==> config.mk <==
export PLATFORM = sky130hd
export DESIGN_NAME = drum_tone_arbiter
export DESIGN_NICKNAME = d
export VERILOG_FILES = /design/src/rtl/drum_tone_arbiter.sv
export SDC_FILE = /design/constraint.sdc
export NUM_CORES = 1
export LEC_CHECK = 0
export CAP_MARGIN = 20
export CORE_UTILIZATION = 62
export CTS_CLUSTER_SIZE = 25
export DETAILED_ROUTE_END_ITERATION = 10
export HOLD_SLACK_MARGIN = 0.02
export PLACE_DENSITY_LB_ADDON = 0.25
export SYNTH_ARGS = -nofsm -noshare
export SYNTH_HDL_FRONTEND = slang
export SYNTH_SLANG_ARGS = --single-unit
==> constraint.sdc <==
create_clock -name clk -period 5.6 [get_ports clk]
set_input_delay 0.84 -clock clk [delete_from_list [all_inputs] [get_ports clk]]
set_output_delay 0.84 -clock clk [all_outputs]
set_load 0.02 [all_outputs]
==> src/rtl/drum_tone_arbiter.sv <==
`default_nettype none
// ============================================================================
// Module   : drum_tone_arbiter
// Purpose  : Shares one square-wave tone generator between four drum-pad
//            requesters. A round-robin arbiter picks one pad. That pad's tone
//            (16-bit samples alternating AMP / 0) plays for DUR_CYCLES.
//            A silent gap of GAP_CYCLES follows, and then the block
//            arbitrates again.
// Ports    : clk    - system clock, all state updates on the rising edge
//            reset  - asynchronous, active-low reset
//            enable - 1 allows grants; 0 during a tone aborts it
//            req    - per-pad request levels (held by requester until granted)
//            sample - audio sample to the DAC path
//            grant  - one-hot, one-cycle pulse naming the pad just accepted
//            cur_ch - channel playing or last played
//            busy   - high while playing a tone or in the silent gap
//            done   - one-cycle pulse when a tone completes its full duration
// Revision : 1.0 - initial release
// ============================================================================
module drum_tone_arbiter #(
    parameter int HALF_P0    = 40,
    parameter int HALF_P1    = 50,
    parameter int HALF_P2    = 60,
    parameter int HALF_P3    = 80,
    parameter int DUR_CYCLES = 4000,
    parameter int GAP_CYCLES = 100,
    parameter int AMP        = 8191
) (
    input  logic        clk,
    input  logic        reset,
    input  logic        enable,
    input  logic [3:0]  req,
    output logic [15:0] sample,
    output logic [3:0]  grant,
    output logic [1:0]  cur_ch,
    output logic        busy,
    output logic        done
);

    localparam logic [1:0] S_IDLE = 2'd0;
    localparam logic [1:0] S_PLAY = 2'd1;
    localparam logic [1:0] S_GAP  = 2'd2;

    localparam logic [15:0] c_amp        = 16'(AMP);
    localparam logic [15:0] c_dur_last   = 16'(DUR_CYCLES - 1);
    localparam logic [15:0] c_gap_last   = 16'(GAP_CYCLES - 1);
    localparam logic [15:0] c_half_last0 = 16'(HALF_P0 - 1);
    localparam logic [15:0] c_half_last1 = 16'(HALF_P1 - 1);
    localparam logic [15:0] c_half_last2 = 16'(HALF_P2 - 1);
    localparam logic [15:0] c_half_last3 = 16'(HALF_P3 - 1);

    logic [1:0]  r_state,    w_state;
    logic [1:0]  r_rr_ptr,   w_rr_ptr;
    logic [15:0] r_half_cnt, w_half_cnt;
    logic [15:0] r_dur_cnt,  w_dur_cnt;
    logic [15:0] r_gap_cnt,  w_gap_cnt;
    logic [15:0] r_sample,   w_sample;
    logic [3:0]  r_grant,    w_grant;
    logic [1:0]  r_cur_ch,   w_cur_ch;
    logic        r_busy,     w_busy;
    logic        r_done,     w_done;

    logic [3:0]  w_rot;
    logic [1:0]  w_off;
    logic [1:0]  w_win;
    logic [15:0] w_half_last;

    // Rotate the request vector so bit 0 is the pad at the round-robin
    // pointer; the first set bit then gives the winner's offset from it.
    always_comb begin
        w_rot = req;
        case (r_rr_ptr)
            2'd0:    w_rot = req;
            2'd1:    w_rot = {req[0],   req[3:1]};
            2'd2:    w_rot = {req[1:0], req[3:2]};
            default: w_rot = {req[2:0], req[3]};
        endcase
    end

    always_comb begin
        w_off = 2'd0;
        casez (w_rot)
            4'b???1: w_off = 2'd0;
            4'b??10: w_off = 2'd1;
            4'b?100: w_off = 2'd2;
            4'b1000: w_off = 2'd3;
            default: w_off = 2'd0;
        endcase
    end

    // Two-bit addition wraps modulo 4, matching the pad ring.
    assign w_win = r_rr_ptr + w_off;

    always_comb begin
        w_half_last = c_half_last0;
        case (r_cur_ch)
            2'd0:    w_half_last = c_half_last0;
            2'd1:    w_half_last = c_half_last1;
            2'd2:    w_half_last = c_half_last2;
            default: w_half_last = c_half_last3;
        endcase
    end

    always_comb begin
        w_state    = r_state;
        w_rr_ptr   = r_rr_ptr;
        w_half_cnt = r_half_cnt;
        w_dur_cnt  = r_dur_cnt;
        w_gap_cnt  = r_gap_cnt;
        w_sample   = r_sample;
        w_grant    = 4'b0000;
        w_cur_ch   = r_cur_ch;
        w_busy     = r_busy;
        w_done     = 1'b0;

        case (r_state)
            S_IDLE: begin
                w_sample = 16'd0;
                w_busy   = 1'b0;
                if (enable && (|req)) begin
                    w_grant    = 4'b0001 << w_win;
                    w_cur_ch   = w_win;
                    w_busy     = 1'b1;
                    w_sample   = c_amp;
                    w_half_cnt = 16'd0;
                    w_dur_cnt  = 16'd0;
                    w_rr_ptr   = w_win + 2'd1;
                    w_state    = S_PLAY;
                end
            end

            S_PLAY: begin
                if (!enable) begin
                    // Abort: silence at once, no completion pulse.
                    w_sample  = 16'd0;
                    w_gap_cnt = 16'd0;
                    w_state   = S_GAP;
                end else if (r_dur_cnt == c_dur_last) begin
                    // Duration end takes precedence over a coincident toggle.
                    w_sample  = 16'd0;
                    w_done    = 1'b1;
                    w_gap_cnt = 16'd0;
                    w_state   = S_GAP;
                end else begin
                    w_dur_cnt = r_dur_cnt + 16'd1;
                    if (r_half_cnt == w_half_last) begin
                        w_sample   = (r_sample == 16'd0) ? c_amp : 16'd0;
                        w_half_cnt = 16'd0;
                    end else begin
                        w_half_cnt = r_half_cnt + 16'd1;
                    end
                end
            end

            S_GAP: begin
                w_sample = 16'd0;
                w_busy   = 1'b1;
                if (r_gap_cnt == c_gap_last) begin
                    w_busy  = 1'b0;
                    w_state = S_IDLE;
                end else begin
                    w_gap_cnt = r_gap_cnt + 16'd1;
                end
            end

            default: begin
                w_sample = 16'd0;
                w_busy   = 1'b0;
                w_state  = S_IDLE;
            end
        endcase
    end

    always_ff @(posedge clk or negedge reset) begin
        if (!reset) begin
            r_state    <= S_IDLE;
            r_rr_ptr   <= 2'd0;
            r_half_cnt <= 16'd0;
            r_dur_cnt  <= 16'd0;
            r_gap_cnt  <= 16'd0;
            r_sample   <= 16'd0;
            r_grant    <= 4'b0000;
            r_cur_ch   <= 2'd0;
            r_busy     <= 1'b0;
            r_done     <= 1'b0;
        end else begin
            r_state    <= w_state;
            r_rr_ptr   <= w_rr_ptr;
            r_half_cnt <= w_half_cnt;
            r_dur_cnt  <= w_dur_cnt;
            r_gap_cnt  <= w_gap_cnt;
            r_sample   <= w_sample;
            r_grant    <= w_grant;
            r_cur_ch   <= w_cur_ch;
            r_busy     <= w_busy;
            r_done     <= w_done;
        end
    end

    assign sample = r_sample;
    assign grant  = r_grant;
    assign cur_ch = r_cur_ch;
    assign busy   = r_busy;
    assign done   = r_done;

endmodule
`default_nettype wire
==> results of run 1 <==
## path summary, 6_finish.rpt
path	to	slack [ps]	startpoint
worst max-delay path	r_half_cnt[8]	2700	enable
worst min-delay path	r_half_cnt[15]	510	r_half_cnt[15]
worst max register to register	r_half_cnt[8]	2790	r_dur_cnt[0]
worst min register to register	r_half_cnt[15]	510	r_half_cnt[15]
max in group asynchronous	r_gap_cnt[4]	4440	reset
min in group asynchronous	r_gap_cnt[9]	640	reset
## logic make-up after synthesis
group                      Yosys count  synth area share [%]
AOI/OAI and AO/OA                   60                 10.67
DFF                                 61                 44.74
adders and majority gates            7                 2.567
xor gates and xnor gates            29                 7.444
other                                1                0.1099
muxes                                3                0.9168
and+or+nand+nor                    179                 27.83
buffers and inverters               35                 5.720
## metal layers
metal	part of all wire [%]	GRT usage [%]	wire [um]	vias up
met4	1.1	7.308	76	0
met3	4.9	7.545	345	9
met5	0	0	0	-
li1	-	-	-	1347
met2	49	43.45	3405	81
met1	45	33.41	3184	1322
## per-stage QoR
stage	cell area (sq um)	util [%]	hold WS, ps	std cells	total power, mW
after global placement	3618	69.52	475.4	448	1.201
after detailed placement	3618	69.52	499.6	448	1.221
after global routing	3859	74.13	518.2	464	1.784
after CTS	3859	74.13	499.9	464	1.699
final	3859	74.13	507.1	464	1.692
after floorplan	3420	-	449.4	377	1.054
## layout make-up
type | instances | area, sq um | share of cell area, %
Tap cell | 70 | 87.58 | 2.270
Inverter | 7 | 26.28 | 0.6809
Clock inverter | 4 | 95.09 | 2.464
Clock buffer | 12 | 145.1 | 3.761
Sequential cell | 61 | 1526 | 39.56
Multi-Input combinational cell | 281 | 1698 | 44.00
Timing Repair Buffer | 29 | 280.3 | 7.263
## critical path, delay by kind of cell
family / cells / cell delay, ps
simple gates: 3 / 1300
buf+inv: 1 / 560
compound gates: 1 / 430
## Yosys cell counts (all sizes together) (7+ instances only)
cell type / count
xnor2: 12
xor2: 17
o21ai: 30
dfrtp: 61
inv: 7
nand2: 35
o31ai: 7
nand4: 16
nand3: 16
nor2: 50
a21oi: 10
ha: 7
and3: 7
buf: 22
or3: 7
nor3: 12
## power by group
part	leakage (nW)	switching, mW	internal (mW)	total (mW)
clock	0.121	0.166	0.307	0.474
combinational	0.687	0.356	0.268	0.623
sequential	0.832	0.0879	0.506	0.594
total	1.64	0.610	1.08	1.69
## state kept, by name, indices dropped and copies added, names as in the netlist
register and flops:
r_gap_cnt 16, sample 1, r_half_cnt 16, r_state 2, busy 1, r_rr_ptr 2
r_dur_cnt 16, grant 4, done 1, cur_ch 2
==> impl_metrics.csv, run 1 <==
group,metric,value,unit
floorplanning,initial_utilization,65.55,%
synthesis,syn-cell-area,0.003412,sq mm
clocking,clock_path_buffers,2,
timing,maxSlewViolCount,0,
clocking,cts_resized,0,
synthesis,synth_top_area_cell,"dfrtp_1",
critical_path,cp_data_arrival_time,3130,ps
critical_path,cp_data_required_time,5830,ps
floorplanning,io_pins,31,
layout,fillers,381,
synthesis,synth-seq-cells,61,
critical_path,endpoint_kind,"flop",
timing,fin_crit,2905,ps
placement,port_buffers,27,
power,powerDensity,438.4,mW/mm^2
routing,vias,2759,
synthesis,synth_top_area_share,44.74,%
global_route,grt_start_max_net_pins,62,
timing,slew_headroom,30.75,%
placement,place_congestion,0.8649,
critical_path,crit_path_max_incr_delay,750,ps
global_route,antenna_found_initial,0,
floorplanning,coreArea,0.005205,sq mm
critical_path,crit_fanout,14,
global_route,grtUsageTotal,26.14,%
layout,layout_common_cells,"dfrtp_1 (61), nor2_1 (49), nand2_1 (35)",
layout,area_growth_syn_to_layout,13.09,%
layout,layout_commonest_cell,"dfrtp_1",
synthesis,postSynthAreaPerCell,9.099,sq um
routing,routedWlPerCell,15.11,um
timing,tightest_slew,1032,ps
clocking,clock_latency,340,ps
routing,ant_nets,0,
timing,fmax,344.2,MHz
routing,viasPerCell,5.946,
global_route,first_global_vias,2592,
min_path,min_path_cells,1,
critical_path,rr_worst_depth,6,
routing,firstDrtPassIters,5,
power,p_leak,1.639,nW
synthesis,synth_ff_type,"dfrtp_1",
routing,first_iter_violations,139,
global_route,overflow,0,
routing,postRouteWirelength,7.011,mm
synthesis,synth_edf_count,0,
critical_path,worstSetupPathType,"in -> reg",
clocking,cts_made_buffers,9,
power,vdd_drop_max,0.4020,mV
clocking,post_cts_buffers,0,
layout,diodes,0,
placement,hpwl,4.648,mm
timing,period_share,51.87,%
synthesis,synth_area_leaders,"dfrtp_1 (45%), nor2_1 (5.4%), xor2_1 (4.4%), o21ai_1 (4.0%), nand2_1 (3.9%)",
timing,rsz0062_at_grt,"no",
synthesis,yosys.cell_types.count,54,
layout,drive_gt1_share,6.599,%
synthesis,ys_seq_area_share,44.74,%
critical_path,startpoint_type,"input pin",
clocking,cts_root_buf,"clkbuf_8",
min_path,hold_class,"reg -> reg",
clocking,clk_pin_slew,70,ps
synthesis,async_flop_share,100.0,%
timing,finalClockSkew,6.846,ps
timing,finalSetupViolCount,0,
run,maxCapViolations,0,
run_status,status,"complete, no violations",
floorplanning,die-area,0.005804,sq mm
timing,setup_tns,0,ps
layout,finalNetCount,403,
timing,layout_setup_ws,2695,ps
placement,post-place-ws,2455,ps
clocking,cts.sinks,61,
floorplanning,fp.dieH,76.19,um
floorplanning,die-width,76.19,um
clocking,cts_hold_buf,0,
routing,post-route-drc-count,0,
clocking,cts_tree,"built",
critical_path,path_cells,"clkdlybuf4s50_1, nand2_1, nor2_1, nand2b_1, o41ai_1",
clocking,cts-htree-levels,3,
timing,final-hold-violation-count,0,
floorplanning,num_rows,26,
synthesis,yosys_warnings,0,
global_route,grt_pass1_wl,12.12,mm
synthesis,netlist_instances,375,
critical_path,slowest_stage,"nor2_1",
Power figures use the tool's default switching activity.
==> inputs of run 2 (changes only) <==
CORE_UTILIZATION = 52   (was 62)
clock period = 2.3 ns   (was 5.6 ns; I/O delays follow)
==> impl_metrics.csv, run 2 (synthesis results as in run 1) <==
group,metric,value,unit
placement,place_congestion,0.8209,
critical_path,endpoint_kind,"flop",
power,swShare,39.19,%
routing,post-route-drc-count,0,
layout,layout_commonest_cell,"dfrtp_1",
timing,layout_setup_ws,212.2,ps
placement,hpwl,4.986,mm
routing,vias,2822,
critical_path,reg2reg_to,"r_gap_cnt[15]",
timing,tightest_slew,631.8,ps
clocking,cts_tree,"built",
floorplanning,coreArea,0.006350,sq mm
clocking,cts_hold_buf,0,
routing,ant_nets,0,
layout,drive_gt1_share,11.59,%
clocking,cts_resized,0,
routing,first_iter_violations,89,
min_path,hold_class,"in -> async",
routing,postRouteWirelength,6.840,mm
timing,fmax,479.0,MHz
power,clkPwrFrac,21.4,%
global_route,grt_start_max_net_pins,36,
floorplanning,die-width,83.01,um
routing,viasPerCell,5.747,
placement,post-place-ws,-4.159,ps
run_status,status,"complete, no violations",
layout,finalNetCount,423,
power,p_leak,1.708,nW
layout,layout_common_cells,"dfrtp_1 (61), nor2_1 (49), nand2_1 (35)",
clocking,cts-htree-levels,3,
power,p_comb_share,41.9,%
layout,reg_top3,"r_dur_cnt (16), r_gap_cnt (16), r_half_cnt (16)",
floorplanning,num_rows,29,
critical_path,cp_data_arrival_time,2360,ps
timing,rsz0062_at_grt,"no",
global_route,grt_pass1_wl,12.22,mm
timing,period_share,90.77,%
critical_path,crit_path_start,"r_gap_cnt[0]",
global_route,grtUsageTotal,21.90,%
clocking,clock_latency,340,ps
timing,slew_headroom,57.88,%
floorplanning,io_pins,31,
clocking,cts_root_buf,"clkbuf_8",
critical_path,cp_data_required_time,2570,ps
timing,fin_crit,2088,ps
critical_path,rr_worst_depth,7,
routing,firstDrtPassIters,4,
timing,finalClockSkew,9.814,ps
power,powerDensity,988.4,mW/mm^2
power,vdd_drop_max,0.8803,mV
routing,routedWlPerCell,13.93,um
global_route,antenna_found_initial,0,
power,cellInternalPower,2.390,mW
clocking,clock_path_buffers,2,
power,p_sw,1.540,mW
clocking,cts.sinks,61,
timing,finalSetupViolCount,0,
global_route,overflow,0,
clocking,clk_pin_slew,70,ps
timing,final-hold-violation-count,0,
critical_path,crit_fanout,7,
floorplanning,die-area,0.006890,sq mm
critical_path,r2r-start,"r_gap_cnt[0]",
placement,port_buffers,27,
timing,maxSlewViolCount,0,
critical_path,startpoint_type,"flop",
clocking,cts_made_buffers,9,
clocking,post_cts_buffers,0,
layout,area_growth_syn_to_layout,16.54,%
layout,diodes,0,
floorplanning,initial_utilization,53.73,%
run,maxCapViolations,0,
timing,setup_tns,0,ps
critical_path,r2r_slack,210,ps
critical_path,worstSetupPathType,"reg -> reg",
floorplanning,fp.dieH,83.01,um
global_route,first_global_vias,2671,
power,p_seq_share,36.7,%
## run 2: cell count changes in the layout (fill, tap and decap cells not counted), sizes merged
cell	before	now
bufinv	3	0
clkbuf	12	9
clkinv	1	3
clkinvlp	0	3
inv	7	8
buf	3	23
## run 2: routing by layer
layer	track usage, %	wire, um
met1	27.84	3244
met2	36.07	3262
met3	6.064	243
met4	7.367	89
met5	0	0
## run 2: stage by stage
stage	area (sq um)	cells	util (%)	hold slack, ps	power (mW)
after global placement	3802	475	59.88	401.3	3.072
final	3976	491	62.62	17.31	3.930
after CTS	3976	491	62.62	31.43	3.966
after global routing	3976	491	62.62	57.24	4.200
after floorplan	3420	377	-	49.41	2.567
after detailed placement	3802	475	59.88	406.4	3.118
## run 2: final cells by class
cell class	instances	area (sq um)
clock buffers	9	123.9
clock inverters	7	50.05
fillers	528	2374
inverters	7	26.28
multi-input cells	281	1698
flip-flops and latches	61	1526
well taps	77	96.34
repair buffers	49	455.4
## run 2: worst max-delay path by stage
stage / end / slack, ps / cells past startpoint
2_1_floorplan: r_half_cnt[14] / 250 / 8
3_3_place_gp: grant[0] / 40 / 8
3_5_place_dp: grant[0] / -4 / 9
4_1_cts: r_gap_cnt[15] / 200 / 7
5_1_grt: r_half_cnt[5] / 5 / 9
6_report: r_gap_cnt[15] / 210 / 7
## run 2: power groups by stage
| stage | Clock, mW | Combinational, mW | Sequential [mW] |
|---|---|---|---|
| finish | 0.840 | 1.65 | 1.44 |
| global placement | 0 | 1.62 | 1.45 |
| CTS | 0.859 | 1.66 | 1.44 |
| detailed placement | 0 | 1.66 | 1.46 |
| global route | 0.905 | 1.82 | 1.48 |
| floorplan | 0 | 1.11 | 1.46 |
## run 2: worst max-delay path, cell delays in order, from the launching register on
cell and delay [ps]:
dfrtp_1 420, ha_1 270, nand3_2 100, nand4b_2 170, nand3_4 70, or3_1 450, or3_1 370, a21oi_1 150
==> inputs of run 3 (changes only) <==
CAP_MARGIN = 5   (was 20)
==> results of run 3 <==
Same layout as run 2: the final DEF is identical, and so are final timing and power.
